**config.mk**
```make
export PLATFORM = sky130hd
export DESIGN_NAME = alu_exec_stage
export DESIGN_NICKNAME = d
export VERILOG_FILES = /design/src/rtl/alu_pkg.sv /design/src/rtl/adder_8.sv /design/src/rtl/alu_exec_stage.sv
export SDC_FILE = /design/constraint.sdc
export NUM_CORES = 1
export LEC_CHECK = 0
export ABC_AREA = 1
export BUFFER_PORTS_ARGS = -buffer_cell sky130_fd_sc_hd__buf_2
export CORE_MARGIN = 2
export CORE_UTILIZATION = 35
export CTS_BUF_LIST = sky130_fd_sc_hd__clkbuf_8
export DETAILED_ROUTE_END_ITERATION = 10
export HOLD_SLACK_MARGIN = 0.1
export PLACE_DENSITY = 0.65
export SETUP_SLACK_MARGIN = 0.1
export SLEW_MARGIN = 10
export SYNTH_ARGS = -nofsm -noshare
export SYNTH_HDL_FRONTEND = slang
export SYNTH_SLANG_ARGS = --single-unit
```
**constraint.sdc**
```tcl
create_clock -name clk -period 3.4 [get_ports clk]
set_clock_uncertainty 0.05 [all_clocks]
set_input_delay 0.68 -clock clk [delete_from_list [all_inputs] [get_ports clk]]
set_output_delay 0.68 -clock clk [all_outputs]
set_load 0.1 [all_outputs]
```
**src/rtl/alu_pkg.sv**
```systemverilog
// Shared types and constants for the 8-bit execute stage: ALU opcodes,
// flag bit positions and the two-pass sequencing states.
package alu_pkg;

  typedef enum logic [3:0] {
    ADD   = 4'd0,
    ADC   = 4'd1,
    SUB   = 4'd2,
    SBB   = 4'd3,
    INC   = 4'd4,
    DEC   = 4'd5,
    CMP   = 4'd6,
    ADD16 = 4'd8,
    SUB16 = 4'd9
  } alu_op_e;

  localparam int FN = 3;
  localparam int FV = 2;
  localparam int FZ = 1;
  localparam int FC = 0;

  typedef enum logic {
    IDLE = 1'b0,
    HI   = 1'b1
  } exec_state_e;

  // {N,V,Z,C} from the top adder pass; zero is supplied by the caller
  // because it spans the whole result (8 or 16 bits).
  function automatic logic [3:0] calc_flags(input logic [7:0] sum,
                                            input logic       cout,
                                            input logic       a_msb,
                                            input logic       b_msb,
                                            input logic       zero);
    logic [3:0] f;
    f     = '0;
    f[FN] = sum[7];
    f[FV] = (a_msb == b_msb) && (sum[7] != a_msb);
    f[FZ] = zero;
    f[FC] = cout;
    return f;
  endfunction

endpackage

```
**src/rtl/adder_8.sv**
```systemverilog
// 8-bit ripple adder shared by both passes of the execute stage.
// Carry-in enters at bit 0 so ADC/SBB/SUB and the high pass of 16-bit ops work.
module adder_8 (
  input  logic [7:0] a_i,
  input  logic [7:0] b_i,
  input  logic       cin_i,
  output logic [7:0] sum_o,
  output logic       cout_o
);

  logic [8:0] full;

  assign full   = {1'b0, a_i} + {1'b0, b_i} + {8'b0, cin_i};
  assign sum_o  = full[7:0];
  assign cout_o = full[8];

endmodule

```
**src/rtl/alu_exec_stage.sv**
```systemverilog
// Execute stage: decodes the ALU op, drives the shared 8-bit adder, and
// registers result and NZVC flags; 16-bit ops take a second (HI) pass.
//
// state | meaning
// IDLE  | ready for a new op (subject to output backpressure)
// HI    | high byte of ADD16/SUB16 in flight, low half latched
module alu_exec_stage
  import alu_pkg::*;
#(
  parameter logic [3:0] FLAG_RST = 4'b0000
) (
  input  logic        clk,
  input  logic        rst,
  input  logic        in_valid,
  output logic        in_ready,
  input  logic [3:0]  in_op,
  input  logic [7:0]  in_a,
  input  logic [7:0]  in_b,
  input  logic [7:0]  in_ah,
  input  logic [7:0]  in_bh,
  output logic        out_valid,
  input  logic        out_ready,
  output logic [15:0] out_res,
  output logic [3:0]  flags,
  input  logic        flag_we,
  input  logic [3:0]  flag_wdata
);

  exec_state_e state_q, state_d;
  logic        out_valid_q, out_valid_d;
  logic [15:0] out_res_q, out_res_d;
  logic [3:0]  flags_q, flags_d;
  logic [7:0]  lo_q, lo_d;
  logic        cout_lo_q, cout_lo_d;
  logic [7:0]  ah_q, ah_d;
  logic [7:0]  bh_q, bh_d;

  alu_op_e     op;
  logic [7:0]  dec_b;
  logic        dec_cin;
  logic        dec_legal;
  logic        dec_wide;
  logic        dec_pass_a;

  logic [7:0]  add_a, add_b, add_sum;
  logic        add_cin, add_cout;
  logic        accept;

  assign op = alu_op_e'(in_op);

  always_comb begin
    dec_b      = in_b;
    dec_cin    = 1'b0;
    dec_legal  = 1'b1;
    dec_wide   = 1'b0;
    dec_pass_a = 1'b0;
    case (op)
      ADD:   ;
      ADC:   dec_cin = flags_q[FC];
      SUB:   begin dec_b = ~in_b; dec_cin = 1'b1; end
      CMP:   begin dec_b = ~in_b; dec_cin = 1'b1; dec_pass_a = 1'b1; end
      SBB:   begin dec_b = ~in_b; dec_cin = flags_q[FC]; end
      INC:   begin dec_b = 8'h00; dec_cin = 1'b1; end
      DEC:   dec_b = 8'hFF;
      ADD16: dec_wide = 1'b1;
      SUB16: begin dec_b = ~in_b; dec_cin = 1'b1; dec_wide = 1'b1; end
      default: begin dec_legal = 1'b0; dec_pass_a = 1'b1; end
    endcase
  end

  // The adder serves the low/8-bit pass in IDLE and the high pass in HI.
  always_comb begin
    if (state_q == HI) begin
      add_a   = ah_q;
      add_b   = bh_q;
      add_cin = cout_lo_q;
    end else begin
      add_a   = in_a;
      add_b   = dec_b;
      add_cin = dec_cin;
    end
  end

  adder_8 u_adder (
    .a_i    (add_a),
    .b_i    (add_b),
    .cin_i  (add_cin),
    .sum_o  (add_sum),
    .cout_o (add_cout)
  );

  assign in_ready = !rst && (state_q == IDLE) && (!out_valid_q || out_ready);
  assign accept   = in_valid && in_ready;

  always_comb begin
    state_d     = state_q;
    out_valid_d = out_valid_q && !out_ready;
    out_res_d   = out_res_q;
    flags_d     = flags_q;
    lo_d        = lo_q;
    cout_lo_d   = cout_lo_q;
    ah_d        = ah_q;
    bh_d        = bh_q;
    case (state_q)
      IDLE: begin
        if (accept) begin
          if (dec_wide) begin
            state_d   = HI;
            lo_d      = add_sum;
            cout_lo_d = add_cout;
            ah_d      = in_ah;
            bh_d      = (op == SUB16) ? ~in_bh : in_bh;
          end else begin
            out_valid_d = 1'b1;
            out_res_d   = dec_pass_a ? {8'h00, in_a} : {8'h00, add_sum};
            if (dec_legal)
              flags_d = calc_flags(add_sum, add_cout, add_a[7], add_b[7],
                                   add_sum == 8'h00);
          end
        end
      end
      HI: begin
        state_d     = IDLE;
        out_valid_d = 1'b1;
        out_res_d   = {add_sum, lo_q};
        flags_d     = calc_flags(add_sum, add_cout, add_a[7], add_b[7],
                                 {add_sum, lo_q} == 16'h0000);
      end
      default: state_d = IDLE;
    endcase
    if (flag_we)
      flags_d = flag_wdata;
  end

  always_ff @(posedge clk or posedge rst) begin
    if (rst) begin
      state_q     <= IDLE;
      out_valid_q <= 1'b0;
      out_res_q   <= 16'h0000;
      flags_q     <= FLAG_RST;
      lo_q        <= 8'h00;
      cout_lo_q   <= 1'b0;
      ah_q        <= 8'h00;
      bh_q        <= 8'h00;
    end else begin
      state_q     <= state_d;
      out_valid_q <= out_valid_d;
      out_res_q   <= out_res_d;
      flags_q     <= flags_d;
      lo_q        <= lo_d;
      cout_lo_q   <= cout_lo_d;
      ah_q        <= ah_d;
      bh_q        <= bh_d;
    end
  end

  assign out_valid = out_valid_q;
  assign out_res   = out_res_q;
  assign flags     = flags_q;

endmodule

```
==> flow_summary.html <==
<table>
<tr><th>Metric</th><th>Value</th></tr>
<tr><th colspan="2">Placed design</th></tr>
<tr><td>Placer's final routability congestion estimate</td><td>0.936</td></tr>
<tr><td>Placement-stage cell area</td><td>0.00353 mm2</td></tr>
<tr><td>Detailed placer's ending HPWL</td><td>6000 um</td></tr>
<tr><td>Port bufs</td><td>66</td></tr>
<tr><th colspan="2">Clock tree</th></tr>
<tr><td>Clk slew on worst S/H paths</td><td>0.09 ns</td></tr>
<tr><td>Clock tree root driver cell</td><td>clkbuf_8</td></tr>
<tr><td>Number of instances resized during post-cts repair</td><td>0</td></tr>
<tr><td># hold bufs at CTS</td><td>0</td></tr>
<tr><td>Clk sink count</td><td>47</td></tr>
<tr><td>H-tree level count</td><td>2</td></tr>
<tr><td>CTS tree</td><td>built</td></tr>
<tr><td>Buffer count from post-CTS setup fixing</td><td>0</td></tr>
<tr><td>Insertion delay to the later sink of the worst-skew pair</td><td>~0.3 ns</td></tr>
<tr><td>Clock Path Buffers</td><td>2</td></tr>
<tr><td>TritonCTS Buffers</td><td>5</td></tr>
<tr><th colspan="2">Final layout</th></tr>
<tr><td>Final design instance area without fill</td><td>0.00362 mm2</td></tr>
<tr><td>Layout cells sized above 1</td><td>25.1%</td></tr>
<tr><td>Layout net count</td><td>roughly 540</td></tr>
<tr><td>Area of combinational cells with multiple inputs</td><td>0.00164 mm2</td></tr>
<tr><td>Fill cells</td><td>approximately 900</td></tr>
<tr><td>Most used cells in the layout excluding fill and tap cells</td><td>152 x nand2_1, 66 x buf_2, 47 x dfrtp_1</td></tr>
<tr><td>Area taken by flip-flops and latches</td><td>roughly 0.0012 mm2</td></tr>
<tr><td>Final antenna diode count</td><td>0</td></tr>
<tr><td>Most frequent standard cell in the layout excluding fill and tap cells</td><td>nand2_1</td></tr>
<tr><td>Area overhead of the layout relative to synthesis</td><td>18.2%</td></tr>
<tr><th colspan="2">Die</th></tr>
<tr><td>Count of boundary I/O pins</td><td>67</td></tr>
<tr><td>Starting density of the core</td><td>35.7%</td></tr>
<tr><td>Height of the die</td><td>97.6 um</td></tr>
<tr><td>Core ar.</td><td>0.00859 mm2</td></tr>
<tr><td>Die extent in x</td><td>slightly below 100 um</td></tr>
<tr><td>FP Rows</td><td>34</td></tr>
<tr><td>Area of the die</td><td>0.00952 mm2</td></tr>
<tr><th colspan="2">Timing</th></tr>
<tr><td>Setup_tns</td><td>0 ns</td></tr>
<tr><td>Time the worst path needs with I/O delays and setup</td><td>3.07 ns</td></tr>
<tr><td>Unrepaired setup endpoints after global routing</td><td>no</td></tr>
<tr><td>Least-Margin Pin Slew</td><td>0.661 ns</td></tr>
<tr><td>Fraction of the cycle the final worst path needs</td><td>90.2%</td></tr>
<tr><td>Upper clock frequency limit</td><td>0.326 GHz</td></tr>
<tr><td>Relative slew margins</td><td>55.9%</td></tr>
<tr><td>Final count of negative-setup-slack endpoints</td><td>0</td></tr>
<tr><td>Final max-slew violation count</td><td>0</td></tr>
<tr><td>Hold violation count in the final report</td><td>0</td></tr>
<tr><td>Hold WS</td><td>approximately 0.43 ns</td></tr>
<tr><th colspan="2">Global route</th></tr>
<tr><td>Wire length of the first global-routing pass</td><td>about 13000 um</td></tr>
<tr><td>Via count of the first global-routing pass</td><td>roughly 2900</td></tr>
<tr><td>Total Routing Usage GR</td><td>17.2%</td></tr>
<tr><td>Overall overflow remaining after global route</td><td>0</td></tr>
<tr><td>Maximum number of pins on one net before global-route repair</td><td>48</td></tr>
<tr><td>Initial antenna violation count</td><td>0</td></tr>
<tr><th colspan="2">Drt</th></tr>
<tr><td>Antenna viol nets, final</td><td>0</td></tr>
<tr><td>Avg WL per Cell</td><td>13.3 um</td></tr>
<tr><td>Post-detailed-routing wire length</td><td>approximately 7900 um</td></tr>
<tr><td>Detailed router's first-iteration violation count</td><td>around 230</td></tr>
<tr><td>Routed via count</td><td>2907</td></tr>
<tr><td>Average via count per standard cell</td><td>approximately 4.9</td></tr>
<tr><td>Total iterations of the first detailed-routing run</td><td>5</td></tr>
<tr><td>Number of remaining DRC errors</td><td>0</td></tr>
<tr><th colspan="2">Critical path</th></tr>
<tr><td>Crit path buffers/inverters</td><td>2</td></tr>
<tr><td>Worst endpoint required time</td><td>between 3 and 4 ns</td></tr>
<tr><td>Worst EP arrival</td><td>around 3.2 ns</td></tr>
<tr><td>CP Capture Type</td><td>flop</td></tr>
<tr><td>Crit path kind</td><td>in -&gt; reg</td></tr>
<tr><td>CP cell instances</td><td>buf_2 -&gt; inv_2 -&gt; nand2_1 -&gt; nor2_4 -&gt; nor2_8 -&gt; nand2_4 -&gt; nor2_8 -&gt; a21oi_1 -&gt; a21oi_1 -&gt; fa_2 -&gt; fa_1 -&gt; nand2_1 -&gt; nand3_1 -&gt; nand3_1 -&gt; nand2_1 -&gt; nand2_1 -&gt; nand2_1 -&gt; nand2_1 -&gt; a21o_1 -&gt; nand2_1</td></tr>
<tr><td>Sort of element at the start of the critical path</td><td>input pin</td></tr>
<tr><td>Cell family with most CP delay</td><td>simple AND/OR/NAND/NOR gates</td></tr>
<tr><td>Largest stage delay, worst path</td><td>0.40 ns</td></tr>
<tr><td>Critical-path cell with the highest stage delay</td><td>fa_2</td></tr>
<tr><td>Cell repeated most along the worst path</td><td>nand2_1</td></tr>
<tr><td>Max FO, Critical Path</td><td>6</td></tr>
<tr><th colspan="2">Status</th></tr>
<tr><td>Outcome</td><td>completed</td></tr>
<tr><th colspan="2">Yosys</th></tr>
<tr><td>Synthesized netlist net count</td><td>462</td></tr>
<tr><td>Post-synthesis sequential area ratio</td><td>38.4%</td></tr>
<tr><td>Cell area after synthesis</td><td>0.00306 mm2</td></tr>
<tr><td>Simple logic cell fraction of the synthesized area</td><td>32.8%</td></tr>
<tr><td>Yosys cell types</td><td>33</td></tr>
<tr><td>FFs w/ async S/R, synth</td><td>100%</td></tr>
<tr><td>Synth warnings</td><td>0</td></tr>
<tr><td>Fraction of synthesized area in multiplexers</td><td>0%</td></tr>
<tr><td>Largest family of logic cells by synthesized area</td><td>simple AND/OR/NAND/NOR gates</td></tr>
<tr><td>Fraction of the mapped netlist area in adder cells</td><td>4.16%</td></tr>
<tr><td>Fraction of the mapped netlist area in compound gates</td><td>14.0%</td></tr>
<tr><td>Post-Synth XOR/XNOR Area</td><td>2.29%</td></tr>
<tr><td>Cell count after synthesis</td><td>408</td></tr>
<tr><td>Number of flops mapped to enable cells by yosys</td><td>0</td></tr>
<tr><td>Top FF cell, synth</td><td>dfrtp_1</td></tr>
<tr><td>Number of flip-flops and latches in the synthesized netlist</td><td>47</td></tr>
<tr><td>Mean post-synth cell area</td><td>7.51 um2</td></tr>
<tr><th colspan="2">Power and ir drop</th></tr>
<tr><td>Peak VDD IR</td><td>0.170 mV</td></tr>
<tr><td>Cell Pwr Density</td><td>540 mW/mm2</td></tr>
<tr><td>Leakage component of the power</td><td>~2 nW</td></tr>
<tr><td>Power after layout</td><td>1.96 mW</td></tr>
<tr><th colspan="2">Hold path</th></tr>
<tr><td>HP Class</td><td>reg -&gt; reg</td></tr>
<tr><th colspan="2">Flow run</th></tr>
<tr><td>Max cap viols</td><td>0</td></tr>
</table>
==> cell type report <==
type / count / area share (%)
well taps: 108 / 3.73
multi-input cells: 305 / 45.3
inverters: 44 / 4.56
clock inverters: 3 / 0.449
flip-flops and latches: 47 / 32.5
clock buffers: 5 / 1.90
repair buffers: 78 / 11.6
==> worst min-delay path: cells and delay by family, from the launching register on <==
family / cells / cell delay (ns)
DFF: 1 / 0.35
and+or+nand+nor: 2 / 0.09
==> cells by family after synthesis <==
logic type      after synthesis
flops                        47
buf+inv                      56
simple gates                219
fa+ha+maj                     9
compound gates               69
xor+xnor                      8
==> registers in the layout, indices dropped and copies added, names as in the netlist <==
register   flops
out_valid      1
ah_q           8
bh_q           8
cout_lo_q      1
state_q        1
out_res       16
flags          4
lo_q           8
==> report_power, final <==
part	leakage [nW]	internal, mW	switching [mW]
Combinational	1.36	0.223	0.641
Clock	0.0453	0.141	0.193
Sequential	0.593	0.682	0.0757
Total	2.00	1.05	0.909
==> worst paths after layout <==
kind	start	endpoint	slack (ns)	depth (start not counted)
max in group asynchronous	rst	state_q	2.38	3
max	in_op[3]	out_res[6]	0.33	20
min reg2reg	ah_q[2]	ah_q[2]	0.43	2
max reg2reg	state_q	out_res[6]	0.54	15
min in group asynchronous	rst	out_valid	0.53	3
min	ah_q[2]	ah_q[2]	0.43	2
==> stage by stage <==
stage	cells	setup WS (ns)	util, %
finish	590	0.332	42.2
global route	590	0.101	42.2
CTS	590	0.236	42.1
detailed placement	582	-0.0743	41.1
global placement	582	0.0124	41.1
floorplan	408	0.183	-
==> synthesized netlist by cell type, drive strengths merged, types with 6 or more instances <==
library cell    n  area share, %
a21oi          24            4.0
o211ai          6            1.5
nor2           35            6.5
nand3          21            3.8
inv            43            5.3
a31oi           9            1.8
nand4           6            2.2
ha              7            2.9
buf            10            2.7
o21ai          27            5.9
dfrtp          47             38
xnor2           6            1.7
nand2         155             20
==> metal layers <==
layer / track usage [%] / part of all wire (%) / wire length (um)
met1: 22.9 / 44 / 3480
met2: 28.3 / 48 / 3780
met3: 3.67 / 5.8 / 459
met4: 5.34 / 1.8 / 143
met5: 0 / 0 / 0
No activity file was read; power rests on OpenSTA's default activity.
